### config.mk
export PLATFORM = sky130hd
export DESIGN_NAME = input_mem_ctrl
export DESIGN_NICKNAME = d
export VERILOG_FILES = /design/src/rtl/input_mem_ctrl_pkg.sv /design/src/rtl/input_mem_ctrl.sv
export SDC_FILE = /design/constraint.sdc
export NUM_CORES = 1
export LEC_CHECK = 0
export ABC_AREA = 1
export BUFFER_PORTS_ARGS = -buffer_cell sky130_fd_sc_hd__buf_2
export CORE_MARGIN = 5
export CORE_UTILIZATION = 60
export DETAILED_ROUTE_END_ITERATION = 8
export GPL_ROUTABILITY_DRIVEN = 0
export PLACE_DENSITY = 0.81
export SYNTH_ARGS = -nofsm -noshare
export SYNTH_HDL_FRONTEND = slang
export SYNTH_SLANG_ARGS = --single-unit
export TNS_END_PERCENT = 10
### constraint.sdc
create_clock -name I_HCLK -period 14.2 [get_ports I_HCLK]
set_input_delay 4.26 -clock I_HCLK [delete_from_list [all_inputs] [get_ports I_HCLK]]
set_output_delay 4.26 -clock I_HCLK [all_outputs]
set_load 0.05 [all_outputs]
### src/rtl/input_mem_ctrl_pkg.sv
// rtl/input_mem_ctrl_pkg.sv - shared types and constants for the input_mem sequencer
//
// Purpose: FSM state encoding, staging-buffer depth, the parked write
// addresses used when no beat is arriving, and mod-64 pointer arithmetic.
package input_mem_ctrl_pkg;

  typedef enum logic [1:0] {
    ST_IDLE = 2'd0,
    ST_RUN  = 2'd1,
    ST_DONE = 2'd2
  } state_t;

  localparam int DEPTH = 64;

  // Out-of-range byte addresses: input_mem drops the write and they can never
  // collide with a read address in the forwarding compare.
  localparam logic [7:0] IDLE_WADDR0 = 8'hFC;
  localparam logic [7:0] IDLE_WADDR1 = 8'hFD;
  localparam logic [7:0] IDLE_WADDR2 = 8'hFE;
  localparam logic [7:0] IDLE_WADDR3 = 8'hFF;

  // 6-bit pointers wrap naturally, giving mod-DEPTH arithmetic.
  function automatic logic [5:0] ptr_add(input logic [5:0] p, input logic [5:0] n);
    return p + n;
  endfunction

endpackage

### src/rtl/input_mem_ctrl.sv
// rtl/input_mem_ctrl.sv - fetch pacing and byte-address sequencer for the 64-byte pixel buffer
//
// Purpose: requests 32-bit read beats while buffer space allows, writes each
// beat at four consecutive byte addresses, and reads the buffer back as a
// circular byte stream, one B/G/R pixel per valid/ready handshake.
// Ports:
//   I_HCLK, I_HRESET_N          clock, synchronous active-low reset
//   I_START, I_NUM_PIXELS       frame start (IDLE only) and pixel count
//   O_FETCH_REQ, I_FETCH_ACK    one-beat read request / address-phase accept
//   I_RVALID                    beat data valid toward input_mem this cycle
//   O_PIXEL_IN_ADDR0..3         byte write addresses to input_mem
//   O_PIXEL_OUT_ADDRB/G/R       byte read addresses to input_mem
//   O_PIX_VALID, I_PIX_READY    pixel handshake with the rotate datapath
//   O_BUSY, O_DONE              frame active / one-cycle frame-end pulse
module input_mem_ctrl
  import input_mem_ctrl_pkg::*;
#(
  parameter int MAX_OUT = 4
) (
  input  logic        I_HCLK,
  input  logic        I_HRESET_N,
  input  logic        I_START,
  input  logic [15:0] I_NUM_PIXELS,
  output logic        O_FETCH_REQ,
  input  logic        I_FETCH_ACK,
  input  logic        I_RVALID,
  output logic [7:0]  O_PIXEL_IN_ADDR0,
  output logic [7:0]  O_PIXEL_IN_ADDR1,
  output logic [7:0]  O_PIXEL_IN_ADDR2,
  output logic [7:0]  O_PIXEL_IN_ADDR3,
  output logic [7:0]  O_PIXEL_OUT_ADDRB,
  output logic [7:0]  O_PIXEL_OUT_ADDRG,
  output logic [7:0]  O_PIXEL_OUT_ADDRR,
  output logic        O_PIX_VALID,
  input  logic        I_PIX_READY,
  output logic        O_BUSY,
  output logic        O_DONE
);

  localparam logic [2:0] LP_MAX_OUT = 3'(MAX_OUT);

  state_t      r_state;
  logic [5:0]  r_wr_ptr;
  logic [5:0]  r_rd_ptr;
  logic [5:0]  r_hold_ptr;
  logic [6:0]  r_count;
  logic [2:0]  r_outstanding;
  logic [15:0] r_words_req;
  logic [15:0] r_pix_issued;
  logic [15:0] r_pix_acc;
  logic [15:0] r_num_pixels;
  logic        r_pix_valid;
  logic        r_busy;
  logic        r_done;

  logic        w_run;
  logic        w_words_left;
  logic        w_space_ok;
  logic        w_fetch_req;
  logic        w_ack;
  logic        w_wr_en;
  logic        w_accept;
  logic [7:0]  w_avail;
  logic        w_issue;
  logic [5:0]  w_rd_base;
  logic [6:0]  w_count_nxt;
  logic [2:0]  w_out_nxt;
  logic [15:0] w_pix_acc_nxt;
  logic        w_frame_end;

  assign w_run = (r_state == ST_RUN);

  // words_req < (3N+3)>>2 is the same as 4*words_req < 3N for integers.
  assign w_words_left = {r_words_req, 2'b00} < ({2'b00, r_num_pixels} * 18'd3);
  assign w_space_ok   = ({1'b0, r_count} + {3'b000, r_outstanding, 2'b00} + 8'd4) <= 8'(DEPTH);
  assign w_fetch_req  = w_run && w_words_left && (r_outstanding < LP_MAX_OUT) && w_space_ok;
  assign w_ack        = I_FETCH_ACK && w_fetch_req;

  // Beats arriving outside RUN (e.g. in flight across a reset) are dropped.
  assign w_wr_en  = I_RVALID && w_run;
  assign w_accept = r_pix_valid && I_PIX_READY;

  // Bytes written (including this cycle's beat, via forwarding) but not yet issued.
  assign w_avail = {1'b0, r_count} + (w_wr_en ? 8'd4 : 8'd0) - (r_pix_valid ? 8'd3 : 8'd0);
  assign w_issue = w_run && (r_pix_issued < r_num_pixels) && (w_avail >= 8'd3)
                   && (!r_pix_valid || I_PIX_READY);

  assign w_count_nxt   = r_count + (w_wr_en ? 7'd4 : 7'd0) - (w_accept ? 7'd3 : 7'd0);
  assign w_out_nxt     = r_outstanding + {2'b00, w_ack} - {2'b00, w_wr_en};
  assign w_pix_acc_nxt = r_pix_acc + {15'd0, w_accept};
  assign w_frame_end   = (w_pix_acc_nxt == r_num_pixels) && (w_out_nxt == 3'd0);

  assign O_PIXEL_IN_ADDR0 = w_wr_en ? {2'b00, r_wr_ptr}                 : IDLE_WADDR0;
  assign O_PIXEL_IN_ADDR1 = w_wr_en ? {2'b00, ptr_add(r_wr_ptr, 6'd1)}  : IDLE_WADDR1;
  assign O_PIXEL_IN_ADDR2 = w_wr_en ? {2'b00, ptr_add(r_wr_ptr, 6'd2)}  : IDLE_WADDR2;
  assign O_PIXEL_IN_ADDR3 = w_wr_en ? {2'b00, ptr_add(r_wr_ptr, 6'd3)}  : IDLE_WADDR3;

  // Without an issue the presented pixel is re-read so input_mem output stays stable.
  assign w_rd_base         = w_issue ? r_rd_ptr : r_hold_ptr;
  assign O_PIXEL_OUT_ADDRB = {2'b00, w_rd_base};
  assign O_PIXEL_OUT_ADDRG = {2'b00, ptr_add(w_rd_base, 6'd1)};
  assign O_PIXEL_OUT_ADDRR = {2'b00, ptr_add(w_rd_base, 6'd2)};

  assign O_FETCH_REQ = w_fetch_req;
  assign O_PIX_VALID = r_pix_valid;
  assign O_BUSY      = r_busy;
  assign O_DONE      = r_done;

  always_ff @(posedge I_HCLK) begin
    if (!I_HRESET_N) begin
      r_state       <= ST_IDLE;
      r_wr_ptr      <= '0;
      r_rd_ptr      <= '0;
      r_hold_ptr    <= '0;
      r_count       <= '0;
      r_outstanding <= '0;
      r_words_req   <= '0;
      r_pix_issued  <= '0;
      r_pix_acc     <= '0;
      r_num_pixels  <= '0;
      r_pix_valid   <= 1'b0;
      r_busy        <= 1'b0;
      r_done        <= 1'b0;
    end else begin
      case (r_state)
        ST_IDLE: begin
          if (I_START) begin
            r_num_pixels <= I_NUM_PIXELS;
            r_busy       <= 1'b1;
            if (I_NUM_PIXELS == 16'd0) begin
              r_state <= ST_DONE;
              r_done  <= 1'b1;
            end else begin
              r_state <= ST_RUN;
            end
          end
        end
        ST_RUN: begin
          if (w_wr_en) r_wr_ptr <= ptr_add(r_wr_ptr, 6'd4);
          if (w_ack)   r_words_req <= r_words_req + 16'd1;
          if (w_issue) begin
            r_hold_ptr   <= r_rd_ptr;
            r_rd_ptr     <= ptr_add(r_rd_ptr, 6'd3);
            r_pix_issued <= r_pix_issued + 16'd1;
          end
          r_count       <= w_count_nxt;
          r_outstanding <= w_out_nxt;
          r_pix_acc     <= w_pix_acc_nxt;
          r_pix_valid   <= w_issue || (r_pix_valid && !I_PIX_READY);
          if (w_frame_end) begin
            r_state <= ST_DONE;
            r_done  <= 1'b1;
          end
        end
        ST_DONE: begin
          // Next frame always starts at byte 0.
          r_wr_ptr      <= '0;
          r_rd_ptr      <= '0;
          r_hold_ptr    <= '0;
          r_count       <= '0;
          r_outstanding <= '0;
          r_words_req   <= '0;
          r_pix_issued  <= '0;
          r_pix_acc     <= '0;
          r_pix_valid   <= 1'b0;
          r_state       <= ST_IDLE;
          r_busy        <= 1'b0;
          r_done        <= 1'b0;
        end
        default: r_state <= ST_IDLE;
      endcase
    end
  end

endmodule

[Yosys cells after proc, flatten, opt, wreduce, memory -nomap -nowiden]
Cells that the tools add are included.
Storage, ports and cells
  bits in writable memories: 0
  output and inout bits: 60
  bits of input ports: 22
  memories: 0
  word-level logic and storage cells: 106
  flip-flop bits (word level): 97
  bits in read-only memories: 0
  bits in latches: 0
Cells by class
  bitwise operators: 0
  muxes and demuxes: 32
  equal/unequal tests: 9
  divide/modulo/power cells: 0
  shift operators: 0
  $lt $le $gt $ge: 5
  reductions and logical operators: 28
  multiply operators: 1
  add/sub/neg operators: 18
Operators with widths (number)
  16-bit case mux with 2 select lines: 3
  6-bit case mux with 2 select lines: 3
  16-bit by 1-bit adder with 16-bit output, second input constant: 2
  16-bit two-way mux: 2
  8-bit two-way mux: 4
  6-bit by 2-bit adder with 6-bit output, second input constant: 4
  18-bit less-than comparator: 1
  16-bit by 2-bit multiplier with 18-bit output, second input constant: 1
  6-bit two-way mux: 3
  16-bit by 1-bit adder with 16-bit output: 1
  16-bit == test: 1
  16-bit logical NOT: 1
  16-bit less-than comparator: 1
  7-bit case mux with 2 select lines: 1
  6-bit by 1-bit adder with 6-bit output, second input constant: 2
  2-bit AND reduction: 6
  1-bit logical AND: 11
  2-bit two-way mux: 5
  7-bit by 3-bit adder with 8-bit output: 1
  7-bit by 5-bit adder with 8-bit output: 1
  8-bit by 3-bit adder with 8-bit output, second input constant: 1
  8-bit by 2-bit >= comparator with 1-bit output, second input constant: 1
  8-bit by 7-bit <= comparator with 1-bit output, second input constant: 1
  2-bit by 1-bit inequality test with 1-bit output, second input constant: 4
  other kinds (23): 32

[Longest topological paths before layout]
  word-level depth: 12
  gate-level depth with buffers: 35
  mapped depth without buffers: 35

[Least setup slack after synthesis]
OpenSTA, ideal clock, no wires.
  path kind: input to output
  start point: input I_RVALID
  end point: output O_PIXEL_OUT_ADDRG[2]
  stages: 17
  required time: 9.940 ns
  arrival time: 8.017 ns
  path slack: 1.923 ns
  buffers on the path: 1
  cells stage by stage: nand2_1 ha_1 inv_1 fa_1 nand2_1 nand3_1 nand2_1 nand3_2 nor2_4 nand3_4 nand3_4 buf_6 nand2_2 nand2_2 inv_2 ha_1 xor2_1
Between the ends
  cells in the longest elaborated chain, start to end: 9
Ends and longest elaborated chain
  start, declared: line input_mem_ctrl.sv:26  | input logic I_RVALID,
  1-bit logical AND: line input_mem_ctrl.sv:80  | assign w_wr_en = I_RVALID && w_run;
  3-bit two-way mux: line input_mem_ctrl.sv:84  | assign w_avail = {1'b0, r_count} + (w_wr_en ? 8'd4 : 8'd0) - (r_pix_valid ? 8'd3 : 8'd0);
  7-bit by 3-bit adder with 8-bit output: line input_mem_ctrl.sv:84
  8-bit by 2-bit subtractor with 8-bit output: line input_mem_ctrl.sv:84
  8-bit by 2-bit >= comparator with 1-bit output: line input_mem_ctrl.sv:85  | assign w_issue = w_run && (r_pix_issued < r_num_pixels) && (w_avail >= 8'd3)
  1-bit logical AND: line input_mem_ctrl.sv:85
  1-bit logical AND: line input_mem_ctrl.sv:86  | && (!r_pix_valid || I_PIX_READY);
  6-bit two-way mux
  named net O_PIXEL_OUT_ADDRB[0]: line input_mem_ctrl.sv:31  | output logic [7:0] O_PIXEL_OUT_ADDRB,
  6-bit by 1-bit adder with 6-bit output: line input_mem_ctrl_pkg.sv:24  | return p + n;
  end, declared: line input_mem_ctrl.sv:32  | output logic [7:0] O_PIXEL_OUT_ADDRG,
The timed path passes the listed nets, and every way through them passes these cells.

[Final worst setup path]
  start point: input I_RVALID
  end point: output O_PIXEL_OUT_ADDRR[5]
Between the ends
  cells in the longest elaborated chain, start to end: 9
Ends and longest elaborated chain
  1-bit logical AND: line input_mem_ctrl.sv:80
  3-bit two-way mux: line input_mem_ctrl.sv:84
  7-bit by 3-bit adder with 8-bit output: line input_mem_ctrl.sv:84
  8-bit by 2-bit subtractor with 8-bit output: line input_mem_ctrl.sv:84
  8-bit by 2-bit >= comparator with 1-bit output: line input_mem_ctrl.sv:85
  1-bit logical AND: line input_mem_ctrl.sv:85
  1-bit logical AND: line input_mem_ctrl.sv:86
  6-bit two-way mux
  6-bit by 2-bit adder with 6-bit output: line input_mem_ctrl_pkg.sv:24
  end, declared: line input_mem_ctrl.sv:33  | output logic [7:0] O_PIXEL_OUT_ADDRR,
Every way passes these cells.

==> results.json <==
{
  "status": "finished clean",
  "synth_edf_count": 0,
  "synthFlopType": "dfxtp_1",
  "grt_overflow_total": 0,
  "cpMostUsedCell": "nand2_1",
  "via_per_inst": 5.44,
  "die_area_um2": 15100,
  "combPwrFrac": 0.661,
  "routed_wl_mm": 18.5,
  "numClockSinks": 95,
  "p_int_uw": 750,
  "yosys_register_bits": 95,
  "power_density_nw_per_um2": 212,
  "worst_pin_slew_ns": 0.878,
  "fmax_ghz": 0.0865,
  "hpwl_mm": 14.1,
  "core_um2": 12600,
  "critPathLaunchType": "primary input",
  "drv_slew": 0,
  "grt_usage": 0.248,
  "multiInputGateArea_um2": 4920,
  "rr_worst_depth": 34,
  "first_iter_violations": 708,
  "cts.reportedPaths.clkPinSlew_ns": 0.08,
  "clock_path_buffers": 2,
  "yosysTopAreaCellShare": 0.249,
  "dieWidth_um": 123,
  "timing.critical_path.slowest_stage_cell": "fa_1",
  "required_ns": 9.94,
  "r2r-start": "r_num_pixels[1]$_SDFFE_PN0P_",
  "n_fill_cell": 1170,
  "path_class": "in2out",
  "grt_pass1_vias": 6377,
  "hold_start": "r_hold_ptr[5]$_SDFFE_PN0N_",
  "tns_ns": 0,
  "rows": 41,
  "finalCoreUtilization": 0.653,
  "setup-violations-final": 0,
  "vias": 7426,
  "final_net_count": 1295,
  "finalCritPeriodShare": 0.814,
  "worst-path-max-fanout": 12,
  "cp_top_family": "simple AND/OR/NAND/NOR gates",
  "h-tree-depth": 3,
  "crit_chain": "buf_2, nand2_1, ha_1, inv_1, fa_1, nand2_1, nand3_1, nand2_1, nand3_2, nor2_4, nand3_4, nand3_4, nand2_1, nand2_2, ha_1, inv_1, nor2_1, nand3_1, nand2_1, buf_2",
  "antenna_cells": 0,
  "hold_end": "r_hold_ptr[5]$_SDFFE_PN0N_",
  "post_cts_buffers": 0,
  "root_buffer": "clkbuf_16",
  "p_clk_frac": 0.139,
  "port-buffer-count": 67,
  "p_seq_frac": 0.200,
  "synth.top_cells.by_count": "309 x nand2_1, 126 x inv_1, 120 x a21oi_1",
  "p_leak_nw": 3.62,
  "cp.arrival_ns": 7.30,
  "min_period_ns": 11.56,
  "hold_depth": 2,
  "reg2reg_slack_ns": 8.79,
  "cts_tree": "done",
  "drt_pass1_iterations": 6,
  "synthCells": 1151,
  "final_antenna_net_count": 0,
  "r2r_end": "O_DONE$_SDFFE_PN0P_",
  "grt_max_degree": 43,
  "rsz0062_at_grt": "no",
  "avgRoutedWirePerCell_um": 13.6,
  "max_stage_delay_ns": 0.49,
  "hp-class": "reg2reg",
  "synth.distinct_cells": 45,
  "peakVddDrop_v": 0.0000962,
  "hold_viol_final": 0,
  "fin_cells": 1366,
  "cts_hold_buf": 0,
  "yosysSeqAreaShare": 0.249,
  "synth_area_um2": 7640,
  "switchingPower_uw": 994,
  "insertion_delay_ns": 0.36,
  "die_y_um": 123,
  "synthArstFlopShare": 0,
  "endpoint_kind": "output port",
  "netSwitchingFraction": 0.570,
  "yosys_warnings": 0,
  "start_util": 0.608,
  "crit_buf_inv": 4,
  "syn-mean-instance-area_um2": 6.64,
  "route.detailed.drc": 0,
  "ff_latch_area_um2": 1900,
  "cts_resized": 0,
  "grt_pass1_wl_mm": 30.1,
  "synth_area_leader_cell": "dfxtp_1",
  "yosys-top-cells-area": "dfxtp_1 25%, nand2_1 15%, ha_1 13%, a21oi_1 7.9%, inv_1 6.2%",
  "cp-startpoint": "I_RVALID",
  "cap_violations": 0,
  "post-place-cells": 1350,
  "numCtsBuffers": 9,
  "antenna_found_initial": 0,
  "skew_ns": 0.0106,
  "io_pins": 82,
  "yosys.cell_count.top_type": "nand2_1",
  "area_growth_pct": 7.49,
  "drive_gt1_frac": 0.106,
  "slew_headroom": 0.413
}
registers in the layout (all words and copies together) (netlist names):
register and flops:
O_DONE 1, r_pix_acc 16, r_state 2, r_outstanding 3, r_pix_issued 16, r_num_pixels 16, O_BUSY 1, r_count 7
r_wr_ptr 4, O_PIX_VALID 1, r_words_req 16, r_hold_ptr 6, r_rd_ptr 6
how the worst max path moves through the flow:
stage,end,slack (ns),depth (start not counted)
after floorplan,O_PIXEL_OUT_ADDRG[2],1.92,17
after global placement,O_PIXEL_OUT_ADDRR[5],2.73,20
after detailed placement,O_PIXEL_OUT_ADDRR[5],2.64,20
after CTS,O_PIXEL_OUT_ADDRR[5],2.64,20
after global routing,O_PIXEL_OUT_ADDRR[5],2.32,20
final,O_PIXEL_OUT_ADDRR[5],2.64,20
worst reg2reg max path, delay by kind of cell, from the launching register on:
family / cells / cell delay [ns]
AOI/OAI and AO/OA: 8 / 1.41
and+or+nand+nor: 15 / 1.51
adders and majority gates: 5 / 1.51
buffers and inverters: 5 / 0.29
DFF: 1 / 0.41
xor gates and xnor gates: 1 / 0.15
placed cells by master (no fill, tap or decap), drive strengths merged:
master / Yosys / final
nand3: 77 / 77
ha: 79 / 79
o31ai: 2 / 2
fa: 5 / 5
a21o: 1 / 1
o21ai: 39 / 39
xnor2: 12 / 12
a2bb2oi: 3 / 3
o21bai: 6 / 6
conb: 2 / 14
nand2: 319 / 319
xor2: 29 / 29
a31oi: 2 / 2
clkbuf: 21 / 9
buf: 35 / 71
a211oi: 4 / 4
or2: 3 / 3
a21oi: 128 / 128
clkinvlp: 0 / 2
nand3b: 1 / 1
nand4: 27 / 27
o2111ai: 1 / 1
o211ai: 1 / 1
clkinv: 2 / 4
nor3: 18 / 18
nor4: 10 / 10
nor2: 91 / 91
dfxtp: 95 / 95
inv: 134 / 137
o21a: 3 / 3
a21boi: 1 / 1
area by class of cell:
cell class | count | share of cell area
multi-input combinational | 876 | 0.600
sequential | 95 | 0.232
inverter | 136 | 0.0625
timing repair buffer | 71 | 0.0445
clock buffer | 9 | 0.0274
tap | 172 | 0.0262
clock inverter | 7 | 0.00777
power groups by stage:
stage | Combinational, mW | Sequential, mW | Clock (mW)
after CTS | 1.15 | 0.348 | 0.246
after global routing | 1.28 | 0.353 | 0.256
final | 1.15 | 0.349 | 0.242
after global placement | 1.13 | 0.352 | 0
after detailed placement | 1.15 | 0.354 | 0
after floorplan | 0.951 | 0.349 | 0
through the flow:
step | hold WS [ns] | total power [mW] | worst slack [ns] | area (um2)
2_1_floorplan | 0.445 | 1.30 | 1.92 | 7680
3_3_place_gp | 0.455 | 1.48 | 2.73 | 7920
3_5_place_dp | 0.461 | 1.50 | 2.64 | 7920
4_1_cts | 0.472 | 1.74 | 2.64 | 8210
5_1_grt | 0.489 | 1.89 | 2.32 | 8210
6_report | 0.471 | 1.74 | 2.64 | 8210
layer usage:
metal	global-route usage	wire length, um	up-vias
met5	0	0	-
met4	0.101	420	0
met3	0.0355	1360	28
met2	0.399	8180	268
met1	0.334	8560	3319
li1	-	-	3811
logic make-up after synthesis:
logic type	synth area share
AOI/OAI and AO/OA	0.140
buffers and inverters	0.112
and+or+nand+nor	0.308
xor gates and xnor gates	0.0470
adders and majority gates	0.143
DFF	0.249
other	0.000983
Power figures use the tool's default switching activity.
